### src/rtl/fetch_predict_unit.sv
// Fetch stage with an 8-entry direct-mapped BTB (2-bit counters) and the IF/ID pipeline register.
module fetch_predict_unit (
    input  logic        clk,
    input  logic        rst,
    input  logic        PC_stall,
    input  logic        IF_ID_stall,
    input  logic        IF_flush,
    input  logic        update_PC,
    input  logic [15:0] actual_target,
    input  logic        ID_is_branch,
    input  logic        ID_taken,
    input  logic [15:0] ID_PC_curr,
    input  logic [15:0] ID_branch_target,
    input  logic [15:0] instr_data,
    output logic [15:0] PC_curr,
    output logic [15:0] IF_ID_PC_curr,
    output logic [15:0] IF_ID_PC_next,
    output logic [15:0] IF_ID_instr,
    output logic        IF_ID_pred_taken,
    output logic [15:0] IF_ID_pred_target
);

    localparam int unsigned PC_W      = 16;
    localparam int unsigned IDX_W     = 3;
    localparam int unsigned TAG_W     = 12;
    localparam int unsigned CTR_W     = 2;
    localparam int unsigned ENTRIES   = 8;
    localparam logic [3:0]  OP_HLT    = 4'hF;
    localparam logic [CTR_W-1:0] CTR_RESET = 2'b01;
    localparam logic [CTR_W-1:0] CTR_ALLOC = 2'b10;
    localparam logic [CTR_W-1:0] CTR_MAX   = 2'b11;
    localparam logic [CTR_W-1:0] CTR_MIN   = 2'b00;

    // BTB storage
    logic                 valid_q  [ENTRIES];
    logic [TAG_W-1:0]     tag_q    [ENTRIES];
    logic [PC_W-1:0]      target_q [ENTRIES];
    logic [CTR_W-1:0]     ctr_q    [ENTRIES];

    // Fetch PC and IF/ID register
    logic [PC_W-1:0] pc_q, pc_d;
    logic [PC_W-1:0] if_id_pc_curr_q;
    logic [PC_W-1:0] if_id_pc_next_q;
    logic [PC_W-1:0] if_id_instr_q;
    logic            if_id_pred_taken_q;
    logic [PC_W-1:0] if_id_pred_target_q;

    logic [IDX_W-1:0] look_idx;
    logic [TAG_W-1:0] look_tag;
    logic             pred_taken;
    logic [PC_W-1:0]  pred_target;
    logic [PC_W-1:0]  pc_plus2;

    logic [IDX_W-1:0] upd_idx;
    logic [TAG_W-1:0] upd_tag;
    logic             upd_en;
    logic             upd_hit;

    // The BTB only needs the halfword-aligned part of the branch PC
    logic unused_id_pc_lsb;
    assign unused_id_pc_lsb = ID_PC_curr[0];

    // Combinational BTB lookup on the current fetch PC (sees pre-update contents)
    always_comb begin
        look_idx    = pc_q[3:1];
        look_tag    = pc_q[15:4];
        pred_taken  = valid_q[look_idx] && (tag_q[look_idx] == look_tag) && ctr_q[look_idx][1];
        pred_target = target_q[look_idx];
        pc_plus2    = pc_q + PC_W'(2);
    end

    // Next-PC selection: stall, redirect, HLT hold, prediction, sequential
    always_comb begin
        pc_d = pc_plus2;
        if (PC_stall) begin
            pc_d = pc_q;
        end else if (update_PC) begin
            pc_d = actual_target;
        end else if (instr_data[15:12] == OP_HLT) begin
            pc_d = pc_q;
        end else if (pred_taken) begin
            pc_d = pred_target;
        end
    end

    // BTB update decode for the branch resolved in ID
    always_comb begin
        upd_idx = ID_PC_curr[3:1];
        upd_tag = ID_PC_curr[15:4];
        upd_en  = ID_is_branch && !IF_ID_stall;
        upd_hit = valid_q[upd_idx] && (tag_q[upd_idx] == upd_tag);
    end

    // PC register
    always_ff @(posedge clk) begin
        if (rst) begin
            pc_q <= '0;
        end else begin
            pc_q <= pc_d;
        end
    end

    // BTB state: reset invalidates, hits train the counter, taken misses allocate
    always_ff @(posedge clk) begin
        if (rst) begin
            for (int i = 0; i < ENTRIES; i++) begin
                valid_q[i]  <= 1'b0;
                tag_q[i]    <= '0;
                target_q[i] <= '0;
                ctr_q[i]    <= CTR_RESET;
            end
        end else if (upd_en) begin
            if (upd_hit) begin
                if (ID_taken) begin
                    target_q[upd_idx] <= ID_branch_target;
                    if (ctr_q[upd_idx] != CTR_MAX) begin
                        ctr_q[upd_idx] <= ctr_q[upd_idx] + CTR_W'(1);
                    end
                end else if (ctr_q[upd_idx] != CTR_MIN) begin
                    ctr_q[upd_idx] <= ctr_q[upd_idx] - CTR_W'(1);
                end
            end else if (ID_taken) begin
                valid_q[upd_idx]  <= 1'b1;
                tag_q[upd_idx]    <= upd_tag;
                target_q[upd_idx] <= ID_branch_target;
                ctr_q[upd_idx]    <= CTR_ALLOC;
            end
        end
    end

    // IF/ID pipeline register: reset/flush clear to a NOP, stall holds
    always_ff @(posedge clk) begin
        if (rst) begin
            if_id_pc_curr_q     <= '0;
            if_id_pc_next_q     <= '0;
            if_id_instr_q       <= '0;
            if_id_pred_taken_q  <= 1'b0;
            if_id_pred_target_q <= '0;
        end else if (IF_ID_stall) begin
            if_id_pc_curr_q     <= if_id_pc_curr_q;
        end else if (IF_flush) begin
            if_id_pc_curr_q     <= '0;
            if_id_pc_next_q     <= '0;
            if_id_instr_q       <= '0;
            if_id_pred_taken_q  <= 1'b0;
            if_id_pred_target_q <= '0;
        end else begin
            if_id_pc_curr_q     <= pc_q;
            if_id_pc_next_q     <= pc_plus2;
            if_id_instr_q       <= instr_data;
            if_id_pred_taken_q  <= pred_taken;
            if_id_pred_target_q <= pred_target;
        end
    end

    assign PC_curr           = pc_q;
    assign IF_ID_PC_curr     = if_id_pc_curr_q;
    assign IF_ID_PC_next     = if_id_pc_next_q;
    assign IF_ID_instr       = if_id_instr_q;
    assign IF_ID_pred_taken  = if_id_pred_taken_q;
    assign IF_ID_pred_target = if_id_pred_target_q;

endmodule

### config.mk
export PLATFORM = sky130hd
export DESIGN_NAME = fetch_predict_unit
export DESIGN_NICKNAME = d
export VERILOG_FILES = /design/src/rtl/fetch_predict_unit.sv
export SDC_FILE = /design/constraint.sdc
export NUM_CORES = 1
export LEC_CHECK = 0
export BUFFER_PORTS_ARGS = -buffer_cell sky130_fd_sc_hd__buf_2
export CAP_MARGIN = 20
export CORE_ASPECT_RATIO = 1.75
export CORE_MARGIN = 4
export CORE_UTILIZATION = 60
export DETAILED_ROUTE_END_ITERATION = 10
export PLACE_DENSITY = 0.81
export SYNTH_ARGS = -nofsm -noshare
export SYNTH_HDL_FRONTEND = slang
export SYNTH_SLANG_ARGS = --single-unit
### constraint.sdc
create_clock -name clk -period 11 [get_ports clk]
set_input_delay 2.2 -clock clk [delete_from_list [all_inputs] [get_ports clk]]
set_output_delay 2.2 -clock clk [all_outputs]
set_load 0.005 [all_outputs]
## After elaboration in Yosys (flattened, before gate mapping)

Memories as Yosys holds them, arrays and structs flattened. A register that Yosys moved wholly into a read port is not among the register bits.
Index checks and enable logic that the tools add are counted.

| word-level totals | value |
|---|---|
| flip-flop bits (word level) | 81 |
| memory bits (writable) | 248 |
| memories | 4 |

Memories:

| name | depth | width | rd ports | clocked after Yosys merged registers in | write ports | line | RTL |
|---|---|---|---|---|---|---|---|
| target_q | 8 | 16 | 1 | 1 | 8 | 37 | `logic [PC_W-1:0] target_q [ENTRIES];` |
| tag_q | 8 | 12 | 2 | 1 | 8 | 36 | `logic [TAG_W-1:0] tag_q [ENTRIES];` |
| ctr_q | 8 | 2 | 2 | 1 | 8 | 38 | `logic [CTR_W-1:0] ctr_q [ENTRIES];` |
| valid_q | 8 | 1 | 2 | 1 | 8 | 35 | `logic valid_q [ENTRIES];` |

| cells by class | value |
|---|---|
| equality and inequality tests | 5 |
| bitwise operators | 4 |
| add/sub/neg operators | 3 |
| reductions and logical operators | 11 |
| muxes and demuxes | 54 |

Operators with widths:

| operator | count |
|---|---|
| $mux 16 | 9 |
| $mux 3 | 12 |
| $mux 1 | 29 |
| $eq 12x12->1 | 2 |
| $add 16x2->16 const B | 1 |
| $reduce_or 16->1 | 1 |
| $mux 12 | 1 |
| $reduce_or 12->1 | 1 |
| $mux 2 | 3 |
| $eq 4x4->1 const B | 1 |
| $logic_and 1x1->1 | 4 |
| $ne 2x2->1 const B | 2 |
| $or 1x1->1 | 3 |
| $add 2x1->2 const B | 1 |
| $reduce_and 2->1 | 1 |
| $reduce_bool 2->1 | 1 |
| $reduce_or 2->1 | 1 |
| $sub 2x1->2 const B | 1 |
| $logic_not 1->1 | 1 |
| $not 1->1 | 1 |
| $reduce_or 1->1 | 1 |

## Depth between registers and ports, before layout

An unclocked memory read counts as a cell.

| logic depth | value |
|---|---|
| depth in word-level cells | 12 |
| depth in mapped cells | 12 |

## Worst setup path before layout

Ideal clock, no wire load.

| path | value |
|---|---|
| path kind | input-to-reg |
| start point | input port ID_PC_curr[1] |
| end point | memory target_q[4][0], enable pin |
| path buffers | 4 |
| required time | 10.589 ns |
| library setup time | 0.411 ns |
| arrival time | 4.584 ns |
| setup slack | 6.005 ns |
| cell stages on the path | 7 |
| path through | buf_4 -> buf_4 -> buf_2 -> buf_2 -> nor3_1 -> nand2_1 -> o21ai_0 |

RTL lines:

| element | line | RTL |
|---|---|---|
| from (decl) | 12 | `input logic [15:0] ID_PC_curr,` |
| to (decl) | 37 |  |

==> impl_metrics.toml <==
[pwr]
p_leak_uw = 0.00698
power_uw = 2830
vdd_drop_max_mv = 0.149
power_density_nw_per_um2 = 159

[sta]
max_freq_mhz = 168
final-max-slew-violation-count = 0
grt_setup_unrepaired = "no"
hold_violations = 0
fin_crit_ns = 5.94
finalSetupViolCount = 0
worst_slew_pin_slew_ns = 1.08
setup_ws_ns = 5.06
fin_tns_setup_ns = 0
slew_headroom = 0.280
period_share = 0.540
finalClockSkew_ns = 0.0252

[critical_path]
arrival_ns = 6.12
required_ns = 11.18
path_class = "in -> reg"
critPathLaunchType = "input port"
critPathMaxStageDelay_ns = 0.67
worst_path_max_delay_cell = "or2_1"
crit_top_cell = "buf_4"
cp_max_fo = 81
cp-end-kind = "flip-flop"
crit_chain = "buf_2 > buf_4 > clkinv_1 > a221oi_1 > o221ai_1 > xnor2_1 > nor4_1 > nand3_2 > buf_4 > and2_1 > or2_1"

[clocking]
cts_tree = "yes"
cts_buffer_depth = 3
ctsResizeCount = 0
cts_made_buffers = 29
root_buffer = "clkbuf_16"
holdBufCountCts = 0
h-tree-depth = 1
post-cts-setup-buffers = 0
cts.reportedPaths.clkPinSlew_ns = 0.07
clkLatencyLatePin_ns = 0.57
cts.sinks = 331

[floorplanning]
core_sq_um = 26100
die_w_um = 131
start_util = 0.612
io_pins = 153
num_rows = 78
dieArea_sq_um = 29300
fp.dieH_um = 224

[logic_synthesis]
postSynthCellCount = 1298
ys_ff_latch = 331
synth.mux.area_fraction = 0.134
synth_edf_count = 240
synth_xor_area_frac = 0.0203
syn-num-nets = 1371
synth_fa_ha_area_frac = 0.000785
synth_top_family_by_area = "simple AND/OR/NAND/NOR gates"
synth-compound-area-share = 0.0791
synth_sequential_area_ratio = 0.566
synth_top_flop_cell = "edfxtp_1"
netlist_area_sq_um = 15900
synth_cell_types = 64
synth-async-reset-ratio = 0
syn_avg_cell_area_sq_um = 12.3
synthSimpleGateAreaFrac = 0.164
ys.warnings.count = 0

[placed_design]
gp_congestion = 0.898
placed_cells = 1687
numPortBuffers = 151
post-place-ws_ns = 4.68
hpwlAfterDp_mm = 28.5

[global_route]
top_usage_layer = "met2"
grtUsageTotal = 0.300
grt-ovfl-total = 0
grt_pass1_vias = 11700
grt_pass1_wl_mm = 67.9
grtUsageMet3 = 0.0371
grt_use_met2 = 0.535
grt_max_degree = 86
grt_util_met1 = 0.335
antenna_found_initial = 3

[drt]
dr.pass1.iters = 6
ant_nets = 0
drc = 0
first_iter_violations = 1242
wirelength_mm = 44.7
num_vias = 11400
vias_per_cell = 6.55
wire_per_inst_um = 25.6

[min_path]
hp-class = "reg -> reg"

[layout]
layout_commonest_cell = "edfxtp_1"
synthToLayoutAreaGrowth_pct = 12.1
drive_above_1_share = 0.237
fin_util = 0.685
n_fill_cell = 1889
fin_cells = 1743
final_cell_mix = "edfxtp_1 (240), buf_2 (151), and2_1 (125)"
nNetsFinal = 1471

[status]
status = "finished clean"

[job]
max_cap_viol_count = 0
-- final timing paths --
| path | from | end | slack, ns | cells past startpoint |
|---|---|---|---|---|
| worst min-delay path | IF_ID_PC_curr[5] | IF_ID_PC_curr[5] | 0.48 | 2 |
| worst min register to register | IF_ID_PC_curr[5] | IF_ID_PC_curr[5] | 0.48 | 2 |
| worst max-delay path | ID_PC_curr[3] | tag_q[2][10] | 5.06 | 11 |
| worst max register to register | flip-flop | flip-flop | 6.73 | 9 |
-- where the power goes --
group	internal, uW	switching [uW]	leakage, uW
sequential	1400	41.9	0.00304
clock	618	457	0.000493
combinational	130	186	0.00346
total	2150	685	0.00698
-- per-stage QoR --
stage / hold WS [ns] / cell area, sq um
2_1_floorplan: 0.441 / 15900
3_3_place_gp: 0.466 / 16800
3_5_place_dp: 0.474 / 16800
4_1_cts: 0.491 / 17900
5_1_grt: 0.516 / 17900
6_report: 0.485 / 17900
-- layout make-up --
type                       instances  area (sq um)  area share
clock inverter                    16           186      0.0104
clock buffer                      36           815      0.0456
antenna                            4          10.0    0.000560
tap                              320           400      0.0224
multi-input combinational        838          6390       0.358
sequential                       331          9030       0.506
timing repair buffer             175           936      0.0524
inverter                          23          86.3     0.00483
-- cell families (layout without fill, tap and decap cells) --
group	count (synthesis)	count (layout)
flip-flops	331	331
AND/OR/NAND/NOR	498	498
other	0	4
buffers and inverters	129	250
multiplexers	126	126
adder cells (fa/ha/maj)	1	1
AO/OA/AOI/OAI	176	176
XOR/XNOR	37	37
-- routing by layer --
| metal | share of wire | vias to the layer above |
|---|---|---|
| li1 | - | 5016 |
| met1 | 0.33 | 5590 |
| met2 | 0.52 | 649 |
| met3 | 0.076 | 166 |
| met4 | 0.074 | 0 |
| met5 | 0 | - |
-- synth_stat cells, types with 17 or more instances --
cell,count,area [sq um]
mux4_2,65,1460
mux2i_1,26,260
xnor2_1,24,210
inv_1,21,78.8
a22oi_1,51,383
nand3_1,17,85.1
and2_1,125,782
buf_2,21,105
nand2_1,85,319
clkbuf_1,75,282
dfxtp_1,91,1820
edfxtp_1,240,7210
a21oi_1,38,190
nor2_1,117,439
and3_1,93,582
mux2_2,31,349
-- worst max-delay path, delay by kind of cell --
family	cells	cell delay, ns
buffers and inverters	4	1.71
and+or+nand+nor	4	1.22
AOI/OAI and AO/OA	2	0.61
xor gates and xnor gates	1	0.36
-- registers in the layout (all words and copies together) (netlist names), named ones only --
signal             cells
IF_ID_PC_next         15
PC_curr               16
IF_ID_pred_target     16
ctr_q                 16
target_q             128
valid_q                8
tag_q                 96
IF_ID_instr           16
IF_ID_PC_curr         16
IF_ID_pred_taken       1
Power figures use the tool's default switching activity.
